==> src/rtl/rocc_cmd_issuer_if.sv <==
// rocc_cmd_issuer_if: RoCC command/response bus between issuer (master) and accelerator (slave)
interface rocc_cmd_issuer_if #(parameter int XLEN = 64);
  logic            rocc_cmd_valid;
  logic            rocc_cmd_ready;
  logic [6:0]      rocc_cmd_bits_inst_funct;
  logic [4:0]      rocc_cmd_bits_inst_rs1;
  logic [4:0]      rocc_cmd_bits_inst_rs2;
  logic            rocc_cmd_bits_inst_xd;
  logic            rocc_cmd_bits_inst_xs1;
  logic            rocc_cmd_bits_inst_xs2;
  logic [4:0]      rocc_cmd_bits_inst_rd;
  logic [6:0]      rocc_cmd_bits_inst_opcode;
  logic [XLEN-1:0] rocc_cmd_bits_rs1;
  logic [XLEN-1:0] rocc_cmd_bits_rs2;
  logic            rocc_resp_valid;
  logic            rocc_resp_ready;
  logic [4:0]      rocc_resp_bits_rd;
  logic [XLEN-1:0] rocc_resp_bits_data;
  logic            rocc_busy;
  modport master (
    output rocc_cmd_valid, rocc_cmd_bits_inst_funct, rocc_cmd_bits_inst_rs1, rocc_cmd_bits_inst_rs2,
           rocc_cmd_bits_inst_xd, rocc_cmd_bits_inst_xs1, rocc_cmd_bits_inst_xs2, rocc_cmd_bits_inst_rd,
           rocc_cmd_bits_inst_opcode, rocc_cmd_bits_rs1, rocc_cmd_bits_rs2, rocc_resp_ready,
    input  rocc_cmd_ready, rocc_resp_valid, rocc_resp_bits_rd, rocc_resp_bits_data, rocc_busy
  );
  modport slave (
    input  rocc_cmd_valid, rocc_cmd_bits_inst_funct, rocc_cmd_bits_inst_rs1, rocc_cmd_bits_inst_rs2,
           rocc_cmd_bits_inst_xd, rocc_cmd_bits_inst_xs1, rocc_cmd_bits_inst_xs2, rocc_cmd_bits_inst_rd,
           rocc_cmd_bits_inst_opcode, rocc_cmd_bits_rs1, rocc_cmd_bits_rs2, rocc_resp_ready,
    output rocc_cmd_ready, rocc_resp_valid, rocc_resp_bits_rd, rocc_resp_bits_data, rocc_busy
  );
endinterface

==> src/rtl/rocc_cmd_issuer.sv <==
// rocc_cmd_issuer: host-to-RoCC command issuer with per-rd scoreboard and one-entry response buffer; ROCC_CMD_ISSUER_TIMEOUT_EN adds a response watchdog
module rocc_cmd_issuer #(
  parameter int         XLEN            = 64,
  parameter logic [6:0] OPCODE          = 7'h0B,
  parameter int         MAX_OUTSTANDING = 4,
  parameter int         TIMEOUT_CYCLES  = 1024
) (
  input  logic            clock,
  input  logic            reset_n,
  input  logic            host_req_valid,
  output logic            host_req_ready,
  input  logic [6:0]      host_req_funct,
  input  logic [4:0]      host_req_rd,
  input  logic            host_req_xd,
  input  logic [XLEN-1:0] host_req_rs1,
  input  logic [XLEN-1:0] host_req_rs2,
  output logic            host_resp_valid,
  input  logic            host_resp_ready,
  output logic [4:0]      host_resp_rd,
  output logic [XLEN-1:0] host_resp_data,
  rocc_cmd_issuer_if.master rocc,
  output logic            idle,
  output logic            err_unexpected_resp,
  output logic            err_timeout
);
  if (MAX_OUTSTANDING < 1 || MAX_OUTSTANDING > 32 || TIMEOUT_CYCLES < 1) begin : g_bad_cfg
    $error("rocc_cmd_issuer: illegal parameter configuration");
  end
  logic            cmd_valid, cmd_xd;
  logic [6:0]      cmd_funct;
  logic [4:0]      cmd_rd;
  logic [XLEN-1:0] cmd_rs1, cmd_rs2;
  logic [31:0]     pending, pending_n;
  logic [5:0]      out_cnt, out_cnt_n;
  logic            hazard, req_fire, track, resp_fire, resp_hit;
  assign hazard    = host_req_xd & (pending[host_req_rd] | (out_cnt == 6'(MAX_OUTSTANDING)));
  assign host_req_ready = (!cmd_valid | rocc.rocc_cmd_ready) & !hazard;
  assign req_fire  = host_req_valid & host_req_ready;
  assign track     = req_fire & host_req_xd;
  assign rocc.rocc_resp_ready = !host_resp_valid | host_resp_ready;
  assign resp_fire = rocc.rocc_resp_valid & rocc.rocc_resp_ready;
  assign resp_hit  = resp_fire & pending[rocc.rocc_resp_bits_rd];
  assign rocc.rocc_cmd_valid            = cmd_valid;
  assign rocc.rocc_cmd_bits_inst_funct  = cmd_funct;
  assign rocc.rocc_cmd_bits_inst_rs1    = 5'd0;
  assign rocc.rocc_cmd_bits_inst_rs2    = 5'd0;
  assign rocc.rocc_cmd_bits_inst_xd     = cmd_xd;
  assign rocc.rocc_cmd_bits_inst_xs1    = 1'b1;
  assign rocc.rocc_cmd_bits_inst_xs2    = 1'b1;
  assign rocc.rocc_cmd_bits_inst_rd     = cmd_rd;
  assign rocc.rocc_cmd_bits_inst_opcode = OPCODE;
  assign rocc.rocc_cmd_bits_rs1         = cmd_rs1;
  assign rocc.rocc_cmd_bits_rs2         = cmd_rs2;
  assign idle = !cmd_valid & (out_cnt == 6'd0) & !host_resp_valid & !rocc.rocc_busy;
  // scoreboard update: set on tracked accept, clear on matching response; the hazard keeps both off the same rd
  always_comb begin
    pending_n = (pending | (track ? 32'd1 << host_req_rd : 32'd0))
              & ~(resp_hit ? 32'd1 << rocc.rocc_resp_bits_rd : 32'd0);
    out_cnt_n = out_cnt + 6'(track) - 6'(resp_hit);
  end
  // command register, scoreboard state, response buffer and sticky unexpected-response flag
  always_ff @(posedge clock or negedge reset_n) begin
    if (!reset_n) begin
      cmd_valid           <= 1'b0;
      cmd_xd              <= 1'b0;
      cmd_funct           <= '0;
      cmd_rd              <= '0;
      cmd_rs1             <= '0;
      cmd_rs2             <= '0;
      pending             <= '0;
      out_cnt             <= '0;
      host_resp_valid     <= 1'b0;
      host_resp_rd        <= '0;
      host_resp_data      <= '0;
      err_unexpected_resp <= 1'b0;
    end else begin
      cmd_valid <= req_fire | (cmd_valid & !rocc.rocc_cmd_ready);
      if (req_fire) begin
        cmd_xd    <= host_req_xd;
        cmd_funct <= host_req_funct;
        cmd_rd    <= host_req_rd;
        cmd_rs1   <= host_req_rs1;
        cmd_rs2   <= host_req_rs2;
      end
      pending         <= pending_n;
      out_cnt         <= out_cnt_n;
      host_resp_valid <= resp_hit | (host_resp_valid & !host_resp_ready);
      if (resp_hit) begin
        host_resp_rd   <= rocc.rocc_resp_bits_rd;
        host_resp_data <= rocc.rocc_resp_bits_data;
      end
      err_unexpected_resp <= err_unexpected_resp | (resp_fire & !pending[rocc.rocc_resp_bits_rd]);
    end
  end
`ifdef ROCC_CMD_ISSUER_TIMEOUT_EN
  localparam int TW = $clog2(TIMEOUT_CYCLES + 1);
  logic [TW-1:0] tcnt;
  logic          err_tmo;
  // watchdog: count cycles with work outstanding and no response, saturating at the limit
  always_ff @(posedge clock or negedge reset_n) begin
    if (!reset_n) begin
      tcnt    <= '0;
      err_tmo <= 1'b0;
    end else begin
      tcnt    <= (resp_fire || out_cnt == 6'd0) ? '0 : (tcnt == TW'(TIMEOUT_CYCLES)) ? tcnt : tcnt + TW'(1);
      err_tmo <= err_tmo | (tcnt == TW'(TIMEOUT_CYCLES));
    end
  end
  assign err_timeout = err_tmo;
`else
  assign err_timeout = 1'b0;
`endif
endmodule

==> src/flat_wrapper.sv <==
// flat-port wrapper written by rule: the top's interface ports become plain ports
module rocc_cmd_issuer_flat 
#(
  parameter int         XLEN            = 64,
  parameter logic [6:0] OPCODE          = 7'h0B,
  parameter int         MAX_OUTSTANDING = 4,
  parameter int         TIMEOUT_CYCLES  = 1024
)
  (clock, reset_n, host_req_valid, host_req_ready, host_req_funct, host_req_rd, host_req_xd, host_req_rs1, host_req_rs2, host_resp_valid, host_resp_ready, host_resp_rd, host_resp_data, idle, err_unexpected_resp, err_timeout, rocc_rocc_cmd_valid, rocc_rocc_cmd_bits_inst_funct, rocc_rocc_cmd_bits_inst_rs1, rocc_rocc_cmd_bits_inst_rs2, rocc_rocc_cmd_bits_inst_xd, rocc_rocc_cmd_bits_inst_xs1, rocc_rocc_cmd_bits_inst_xs2, rocc_rocc_cmd_bits_inst_rd, rocc_rocc_cmd_bits_inst_opcode, rocc_rocc_cmd_bits_rs1, rocc_rocc_cmd_bits_rs2, rocc_rocc_resp_ready, rocc_rocc_cmd_ready, rocc_rocc_resp_valid, rocc_rocc_resp_bits_rd, rocc_rocc_resp_bits_data, rocc_rocc_busy);
  rocc_cmd_issuer_if #(.XLEN(XLEN)) rocc_i ();
  input  logic clock;
  input  logic reset_n;
  input  logic host_req_valid;
  output logic host_req_ready;
  input  logic [6:0] host_req_funct;
  input  logic [4:0] host_req_rd;
  input  logic host_req_xd;
  input  logic [XLEN-1:0] host_req_rs1;
  input  logic [XLEN-1:0] host_req_rs2;
  output logic host_resp_valid;
  input  logic host_resp_ready;
  output logic [4:0] host_resp_rd;
  output logic [XLEN-1:0] host_resp_data;
  output logic idle;
  output logic err_unexpected_resp;
  output logic err_timeout;
  output wire logic [$bits(rocc_i.rocc_cmd_valid)-1:0] rocc_rocc_cmd_valid;
  output wire logic [$bits(rocc_i.rocc_cmd_bits_inst_funct)-1:0] rocc_rocc_cmd_bits_inst_funct;
  output wire logic [$bits(rocc_i.rocc_cmd_bits_inst_rs1)-1:0] rocc_rocc_cmd_bits_inst_rs1;
  output wire logic [$bits(rocc_i.rocc_cmd_bits_inst_rs2)-1:0] rocc_rocc_cmd_bits_inst_rs2;
  output wire logic [$bits(rocc_i.rocc_cmd_bits_inst_xd)-1:0] rocc_rocc_cmd_bits_inst_xd;
  output wire logic [$bits(rocc_i.rocc_cmd_bits_inst_xs1)-1:0] rocc_rocc_cmd_bits_inst_xs1;
  output wire logic [$bits(rocc_i.rocc_cmd_bits_inst_xs2)-1:0] rocc_rocc_cmd_bits_inst_xs2;
  output wire logic [$bits(rocc_i.rocc_cmd_bits_inst_rd)-1:0] rocc_rocc_cmd_bits_inst_rd;
  output wire logic [$bits(rocc_i.rocc_cmd_bits_inst_opcode)-1:0] rocc_rocc_cmd_bits_inst_opcode;
  output wire logic [$bits(rocc_i.rocc_cmd_bits_rs1)-1:0] rocc_rocc_cmd_bits_rs1;
  output wire logic [$bits(rocc_i.rocc_cmd_bits_rs2)-1:0] rocc_rocc_cmd_bits_rs2;
  output wire logic [$bits(rocc_i.rocc_resp_ready)-1:0] rocc_rocc_resp_ready;
  input wire logic [$bits(rocc_i.rocc_cmd_ready)-1:0] rocc_rocc_cmd_ready;
  input wire logic [$bits(rocc_i.rocc_resp_valid)-1:0] rocc_rocc_resp_valid;
  input wire logic [$bits(rocc_i.rocc_resp_bits_rd)-1:0] rocc_rocc_resp_bits_rd;
  input wire logic [$bits(rocc_i.rocc_resp_bits_data)-1:0] rocc_rocc_resp_bits_data;
  input wire logic [$bits(rocc_i.rocc_busy)-1:0] rocc_rocc_busy;
  assign rocc_rocc_cmd_valid = rocc_i.rocc_cmd_valid;
  assign rocc_rocc_cmd_bits_inst_funct = rocc_i.rocc_cmd_bits_inst_funct;
  assign rocc_rocc_cmd_bits_inst_rs1 = rocc_i.rocc_cmd_bits_inst_rs1;
  assign rocc_rocc_cmd_bits_inst_rs2 = rocc_i.rocc_cmd_bits_inst_rs2;
  assign rocc_rocc_cmd_bits_inst_xd = rocc_i.rocc_cmd_bits_inst_xd;
  assign rocc_rocc_cmd_bits_inst_xs1 = rocc_i.rocc_cmd_bits_inst_xs1;
  assign rocc_rocc_cmd_bits_inst_xs2 = rocc_i.rocc_cmd_bits_inst_xs2;
  assign rocc_rocc_cmd_bits_inst_rd = rocc_i.rocc_cmd_bits_inst_rd;
  assign rocc_rocc_cmd_bits_inst_opcode = rocc_i.rocc_cmd_bits_inst_opcode;
  assign rocc_rocc_cmd_bits_rs1 = rocc_i.rocc_cmd_bits_rs1;
  assign rocc_rocc_cmd_bits_rs2 = rocc_i.rocc_cmd_bits_rs2;
  assign rocc_rocc_resp_ready = rocc_i.rocc_resp_ready;
  assign rocc_i.rocc_cmd_ready = rocc_rocc_cmd_ready;
  assign rocc_i.rocc_resp_valid = rocc_rocc_resp_valid;
  assign rocc_i.rocc_resp_bits_rd = rocc_rocc_resp_bits_rd;
  assign rocc_i.rocc_resp_bits_data = rocc_rocc_resp_bits_data;
  assign rocc_i.rocc_busy = rocc_rocc_busy;
  rocc_cmd_issuer #(.XLEN(XLEN), .OPCODE(OPCODE), .MAX_OUTSTANDING(MAX_OUTSTANDING), .TIMEOUT_CYCLES(TIMEOUT_CYCLES)) u_core (.clock(clock), .reset_n(reset_n), .host_req_valid(host_req_valid), .host_req_ready(host_req_ready), .host_req_funct(host_req_funct), .host_req_rd(host_req_rd), .host_req_xd(host_req_xd), .host_req_rs1(host_req_rs1), .host_req_rs2(host_req_rs2), .host_resp_valid(host_resp_valid), .host_resp_ready(host_resp_ready), .host_resp_rd(host_resp_rd), .host_resp_data(host_resp_data), .rocc(rocc_i), .idle(idle), .err_unexpected_resp(err_unexpected_resp), .err_timeout(err_timeout));
endmodule
==> config.mk <==
export PLATFORM = sky130hd
export DESIGN_NAME = rocc_cmd_issuer_flat
export DESIGN_NICKNAME = d
export VERILOG_FILES = /design/src/rtl/rocc_cmd_issuer_if.sv /design/src/rtl/rocc_cmd_issuer.sv /design/src/flat_wrapper.sv
export SDC_FILE = /design/constraint.sdc
export NUM_CORES = 1
export LEC_CHECK = 0
export BUFFER_PORTS_ARGS = -buffer_cell sky130_fd_sc_hd__buf_4
export CAP_MARGIN = 0
export CORE_UTILIZATION = 27
export CTS_BUF_LIST = sky130_fd_sc_hd__clkbuf_8
export CTS_CLUSTER_DIAMETER = 100
export DETAILED_ROUTE_END_ITERATION = 7
export GPL_TIMING_DRIVEN = 0
export PLACE_DENSITY_LB_ADDON = 0.05
export SLEW_MARGIN = 20
export SYNTH_ARGS = -nofsm -noshare
export SYNTH_HDL_FRONTEND = slang
export SYNTH_SLANG_ARGS = --single-unit
==> constraint.sdc <==
create_clock -name clock -period 10.2 [get_ports clock]
set_clock_uncertainty 0.1 [all_clocks]
set_input_delay 0 -clock clock [delete_from_list [all_inputs] [get_ports clock]]
set_output_delay 0 -clock clock [all_outputs]
set_load 0.02 [all_outputs]
# Word level (Yosys, flattened, before mapping)
# Cells that the tools add are included.
# W data, S select, Z words.
dict set report op_classes {
  n_eq_ne 1
  shift 2
  n_reduce_logical 8
  n_lt_le_gt_ge 2
  muxes 6
  addsub 2
  bitwise 21
}
# operator n
set op_table {}
lappend op_table {{$mux W32} 2}
lappend op_table {{$shl A1 B5 Y32 const A} 2}
lappend op_table {{$and A32 B32 Y32} 1}
lappend op_table {{$not A32 Y32} 1}
lappend op_table {{$or A32 B32 Y32} 1}
lappend op_table {{$and A1 B1 Y1} 12}
lappend op_table {{$lt A5 B6 Y1 const B} 2}
lappend op_table {{$bmux W1 S5} 2}
lappend op_table {{$logic_not A1 Y1} 7}
lappend op_table {{$add A6 B1 Y6} 1}
lappend op_table {{$eq A6 B3 Y1 const B} 1}
lappend op_table {{$logic_not A6 Y1} 1}
lappend op_table {{$or A1 B1 Y1} 6}
lappend op_table {{$sub A6 B1 Y6} 1}
lappend op_table {{$mux W1} 2}
dict set report totals {
  output_inout_bits 236
  word_cells 54
  inputBits 217
  regBits 251
}

# Depth between registers and ports, before layout
dict set report depth {
  ltp_word 11
  mapped_depth 20
  depth_no_buf 16
}

# Worst setup path after synthesis
# No wires, ideal clock.
dict set report synth_timing {
  path_type {flip-flop to flip-flop}
  startpoint {register u_core.pending[10]}
  endpoint {register u_core.out_cnt[4]}
  n_path_buf 2
  setup_time_ns 0.122
  path_slack_ns 6.885
  arrival_time_ns 3.092
  period_less_slack_ns 3.315
  t_required_ns 9.978
  stages_incl_launch_ff 19
  cell_sequence {dfrtp_1 mux2i_1 mux4_2 or3_1 o21a_1 a21o_1 clkinv_2 buf_6 buf_8 ha_1 inv_1 ha_1 inv_1 fa_1 inv_1 a21oi_1 nor2_1 nor2_1 xnor2_1}
}
dict set report synth_between {
  word_cells_on_any_way 13
  classes_between {add/sub: 2; mux: 4; bitwise: 6; reduce/logical: 1}
}
# element line_no
set synth_rtl {}
lappend synth_rtl {{from (decl)} rocc_cmd_issuer.sv:33} ;# logic [31:0] pending, pending_n;
lappend synth_rtl {{from (signal assigned)} rocc_cmd_issuer.sv:85} ;# pending <= pending_n;
lappend synth_rtl {{$bmux W1 S5} rocc_cmd_issuer.sv:42} ;# assign resp_hit = resp_fire & pending[rocc.rocc_resp_bits_rd];
lappend synth_rtl {{$mux W1 (implied by the code)} rocc_cmd_issuer.sv:42}
lappend synth_rtl {{$and A1 B1 Y1} rocc_cmd_issuer.sv:42}
lappend synth_rtl {{net u_core.resp_hit} rocc_cmd_issuer.sv:35} ;# logic hazard, req_fire, track, resp_fire, resp_hit;
lappend synth_rtl {{$sub A6 B1 Y6} rocc_cmd_issuer.sv:59} ;# out_cnt_n = out_cnt + 6'(track) - 6'(resp_hit);
lappend synth_rtl {{net u_core.out_cnt_n[4]} rocc_cmd_issuer.sv:34} ;# logic [5:0] out_cnt, out_cnt_n;
lappend synth_rtl {{to (signal assigned)} rocc_cmd_issuer.sv:86} ;# out_cnt <= out_cnt_n;
lappend synth_rtl {{to (decl)} rocc_cmd_issuer.sv:34}
# The timed path passes the listed nets, and every way through them passes these cells. The select of a mux whose other input is x is not followed.
# A chain may end at the register's enable or synchronous reset.

# Worst setup path in the final report
dict set report layout_timing {
  startpoint {input port host_req_rd[1]}
  endpoint {register u_core.out_cnt[4]}
}
dict set report layout_between {
  elab_chain_cells 10
}
# element line_no
set layout_rtl {}
lappend layout_rtl {{from (decl)} flat_wrapper.sv:16} ;# input logic [4:0] host_req_rd;
lappend layout_rtl {{$bmux W1 S5} rocc_cmd_issuer.sv:36} ;# assign hazard = host_req_xd & (pending[host_req_rd] | (out_cnt == 6'(MAX_OUTSTANDING)));
lappend layout_rtl {{$mux W1 (implied by the code)} rocc_cmd_issuer.sv:36}
lappend layout_rtl {{$or A1 B1 Y1} rocc_cmd_issuer.sv:36}
lappend layout_rtl {{$and A1 B1 Y1} rocc_cmd_issuer.sv:36}
lappend layout_rtl {{$logic_not A1 Y1} rocc_cmd_issuer.sv:37} ;# assign host_req_ready = (!cmd_valid | rocc.rocc_cmd_ready) & !hazard;
lappend layout_rtl {{$and A1 B1 Y1} rocc_cmd_issuer.sv:37}
lappend layout_rtl {{$and A1 B1 Y1} rocc_cmd_issuer.sv:38} ;# assign req_fire = host_req_valid & host_req_ready;
lappend layout_rtl {{$and A1 B1 Y1} rocc_cmd_issuer.sv:39} ;# assign track = req_fire & host_req_xd;
lappend layout_rtl {{$add A6 B1 Y6} rocc_cmd_issuer.sv:59}
lappend layout_rtl {{$sub A6 B1 Y6} rocc_cmd_issuer.sv:59}
lappend layout_rtl {{net u_core.out_cnt_n[4]} rocc_cmd_issuer.sv:34}
# The timed path passes the listed nets, and every way through them passes these cells. The select of a mux whose other input is x is not followed.

==> impl_metrics.tcl <==
set metrics [dict create \
    grt_pass1_wl_mm 99.9 \
    grt.total_usage 0.227 \
    seq_area_frac_synth 0.420 \
    yosys_most_used_dff "dfrtp_1" \
    grt_setup_unrepaired "no" \
    hpwl_mm 45.2 \
    synth_top_area_frac 0.420 \
    drv_cap 0 \
    antenna_found_initial 10 \
    reg2reg_slack_ps 6050 \
    die_x_um 237 \
    root_buffer "clkbuf_8" \
    grt.overflow.total 0 \
    fmax_mhz 234 \
    ys_ff_latch 251 \
    cts_resized 0 \
    cts_buffers 52 \
    tns_ps 0 \
    r2r-end "u_core.out_cnt[4]$_DFF_PN0_" \
    r2r_cells 14 \
    worst_pin_slew_ps 1080 \
    fin_crit_sh 0.418 \
    io_pins 453 \
    initial_utilization 0.275 \
    instances_no_fill 3165 \
    relSlewSlack 0.283 \
    finalHoldViolations 0 \
    dieArea_um2 56400 \
    cp-endpoint "u_core.out_cnt[4]$_DFF_PN0_" \
    placeableCoreArea_um2 54300 \
    finalInstanceArea_um2 23300 \
    timing.rr.start "u_core.pending[6]$_DFF_PN0_" \
    cp-startpoint "host_req_rd[1]" \
    synth_cell_types 56 \
    vdd_drop_max_mv 0.114 \
    clkSlewWorstSetupHoldPaths_ps 60 \
    io_buffers 426 \
    drt.antenna.violating_nets 0 \
    synth_area_leaders "dfrtp_1 42%, o211a_1 9.4%, nand2_1 7.3%, nand3b_1 7.0%, o211ai_1 7.0%" \
    fillCellCount 5303 \
    synth_area_leader_cell "dfrtp_1" \
    drtIter0Drc 938 \
    finalCriticalPeriod_ps 4270 \
    cts_sinks 251 \
    p_leak_nw 10.4 \
    syn_area_um2 15000 \
    rows 85 \
    num_vias 16332 \
    crit_path_end_kind "flop" \
    slew_viol_final 0 \
    insertion_delay_ps 660 \
    gp_congestion 0.815 \
    required_ps 10650 \
    grt_pass1_vias 16706 \
    synth-async-reset-ratio 1.00 \
    viasPerCell 5.16 \
    firstDrtPassIters 6 \
    setup_viol 0 \
    wl_mm 65.9 \
    fin_hold_ws_ps 59.0 \
    syn_avg_cell_area_um2 9.42 \
    synth_cells 1588 \
    wl_per_cell_um 20.8 \
    layout.nets 2605 \
    status "finished, final reports clean" \
    worstSetupStartpointType "input pin" \
    crit_type "input pin to flop" \
    cts_buffer_depth 3 \
    powerDensity_nw_per_um2 197 \
    grt_max_degree 89 \
    die_h_um 237 \
    synth-warning-count 0 \
    crit_fanout 10 \
    area_growth_pct 55.5 \
    drcViolationCount 0 \
    placedCellCount 2774 \
    worstHoldPathType "input pin to flop" \
    place_area_um2 19300 \
    drive_above_1_share 0.267 \
    htree_num_levels 2 \
    cts_tree "yes" \
    crit_arrival_ps 4720 \
    synth_edf_count 0 \
]
-- cell usage in the layout (no fill, tap or decap), drive strengths merged, types with 20 or more instances in the layout --
cell type	synthesis	layout
buf	69	499
conb	2	20
a31oi	30	30
mux2	69	69
nor2	42	42
clkbuf	115	177
nand2	292	292
inv	16	32
nand4	140	140
a21oi	27	27
nand3b	140	140
mux2i	21	21
dlygate4sd3	0	289
dfrtp	251	251
o211a	140	140
o211ai	139	139
-- area by class of cell --
| cell class | count | area (µm²) | share of cell area |
|---|---|---|---|
| Tap cell | 739 | 925 | 0.0397 |
| Sequential cell | 251 | 6280 | 0.270 |
| Clock buffer | 62 | 853 | 0.0367 |
| Timing Repair Buffer | 719 | 6210 | 0.267 |
| Clock inverter | 33 | 226 | 0.00973 |
| Buffer | 184 | 853 | 0.0367 |
| Inverter | 17 | 65.1 | 0.00280 |
| Multi-Input combinational cell | 1154 | 7850 | 0.337 |
| Antenna cell | 6 | 15.0 | 0.000645 |
-- Yosys cell counts (2+ instances only) --
cell	count
nand2_1	292
dfrtp_1	251
nand3b_1	140
nand4_1	140
o211a_1	140
o211ai_1	139
clkbuf_1	115
mux2_2	59
nor2_1	42
buf_2	37
a31oi_1	30
a21oi_1	27
buf_4	26
mux2i_1	21
inv_1	15
mux2_1	10
ha_1	8
a22oi_1	7
mux4_2	7
nor3_1	7
and2_1	5
nand2b_1	5
nand3_1	5
o21ai_0	5
a41oi_1	4
and3_1	4
buf_1	4
nor2b_1	4
nor3b_1	3
a21o_1	2
and2_0	2
conb_1	2
nor4_1	2
nor4b_1	2
o21a_1	2
or3_1	2
xnor2_1	2
xor2_1	2
-- cell families (layout without fill, tap and decap cells) --
logic type / Yosys count / in the layout / share of synthesized area
simple gates: 657 / 657 / 0.230
other cells: 2 / 26 / 0.000502
mux: 97 / 97 / 0.0765
buf+inv: 201 / 1015 / 0.0614
flops: 251 / 251 / 0.420
fa+ha+maj: 9 / 9 / 0.00803
xor+xnor: 4 / 4 / 0.00234
compound gates: 367 / 367 / 0.201
-- metrics by stage --
| stage | util | worst slack, ps | total power (W) |
|---|---|---|---|
| 3_3_place_gp | 0.353 | 5810 | 0.00333 |
| 6_report | 0.428 | 5930 | 0.00458 |
| 5_1_grt | 0.428 | 5750 | 0.00484 |
| 3_5_place_dp | 0.354 | 5840 | 0.00336 |
| 4_1_cts | 0.428 | 6020 | 0.00463 |
| 2_1_floorplan | - | 6890 | 0.00253 |
-- timing repair --
action	in CTS	in global routing
hold buffers	290	0
buffers inserted	0	0
hold endpoints to repair	495	0
-- state kept, by name, indices dropped and copies added (netlist names) --
signal	cells
u_core.out_cnt	6
u_core.rocc.rocc_cmd_bits_rs1	64
u_core.rocc.rocc_cmd_bits_inst_rd	5
u_core.pending	32
u_core.host_resp_valid	1
u_core.host_resp_data	64
u_core.host_resp_rd	5
u_core.rocc.rocc_cmd_bits_rs2	64
u_core.err_unexpected_resp	1
u_core.rocc.rocc_cmd_bits_inst_funct	7
u_core.rocc.rocc_cmd_valid	1
u_core.rocc.rocc_cmd_bits_inst_xd	1
-- per-layer routing --
metal	wire (µm)	vias to the layer above	track usage
met3	4780	117	0.0541
li1	-	7528	-
met1	28300	8082	0.298
met2	31000	595	0.367
met5	48	-	0
met4	1820	10	0.0723
-- report_power, final --
| group | total (W) | leakage (nW) | switching [W] | internal (W) |
|---|---|---|---|---|
| Sequential | 0.00150 | 2.98 | 0.000214 | 0.00129 |
| Combinational | 0.00194 | 6.78 | 0.00107 | 0.000868 |
| Clock | 0.00114 | 0.623 | 0.000529 | 0.000608 |
| Total | 0.00458 | 10.4 | 0.00181 | 0.00276 |
-- how the worst min path moves through the flow --
stage                            startpoint                                    end  cells past startpoint
2_1_floorplan                       reset_n   u_core.err_unexpected_resp$_DFF_PN0_                      0
3_3_place_gp   rocc_rocc_resp_bits_data[55]  u_core.host_resp_data[55]$_DFFE_PN0P_                      2
3_5_place_dp                        reset_n     u_core.host_resp_rd[3]$_DFFE_PN0P_                      1
4_1_cts        rocc_rocc_resp_bits_data[15]  u_core.host_resp_data[15]$_DFFE_PN0P_                      3
5_1_grt        rocc_rocc_resp_bits_data[15]  u_core.host_resp_data[15]$_DFFE_PN0P_                      3
6_report       rocc_rocc_resp_bits_data[16]  u_core.host_resp_data[16]$_DFFE_PN0P_                      3
-- worst max-delay path, stage by stage --
cell and delay, ps:
dlygate4sd3_1 520, buf_2 270, buf_1 520, mux4_2 410, mux2i_1 220, o21a_1 170
clkbuf_1 730, clkbuf_1 510, and4_1 290, ha_1 170, inv_1 60, fa_1 430
inv_1 70, a21oi_1 60, nor2_1 80, nor2_1 50, xnor2_1 120
Power figures use the tool's default switching activity.
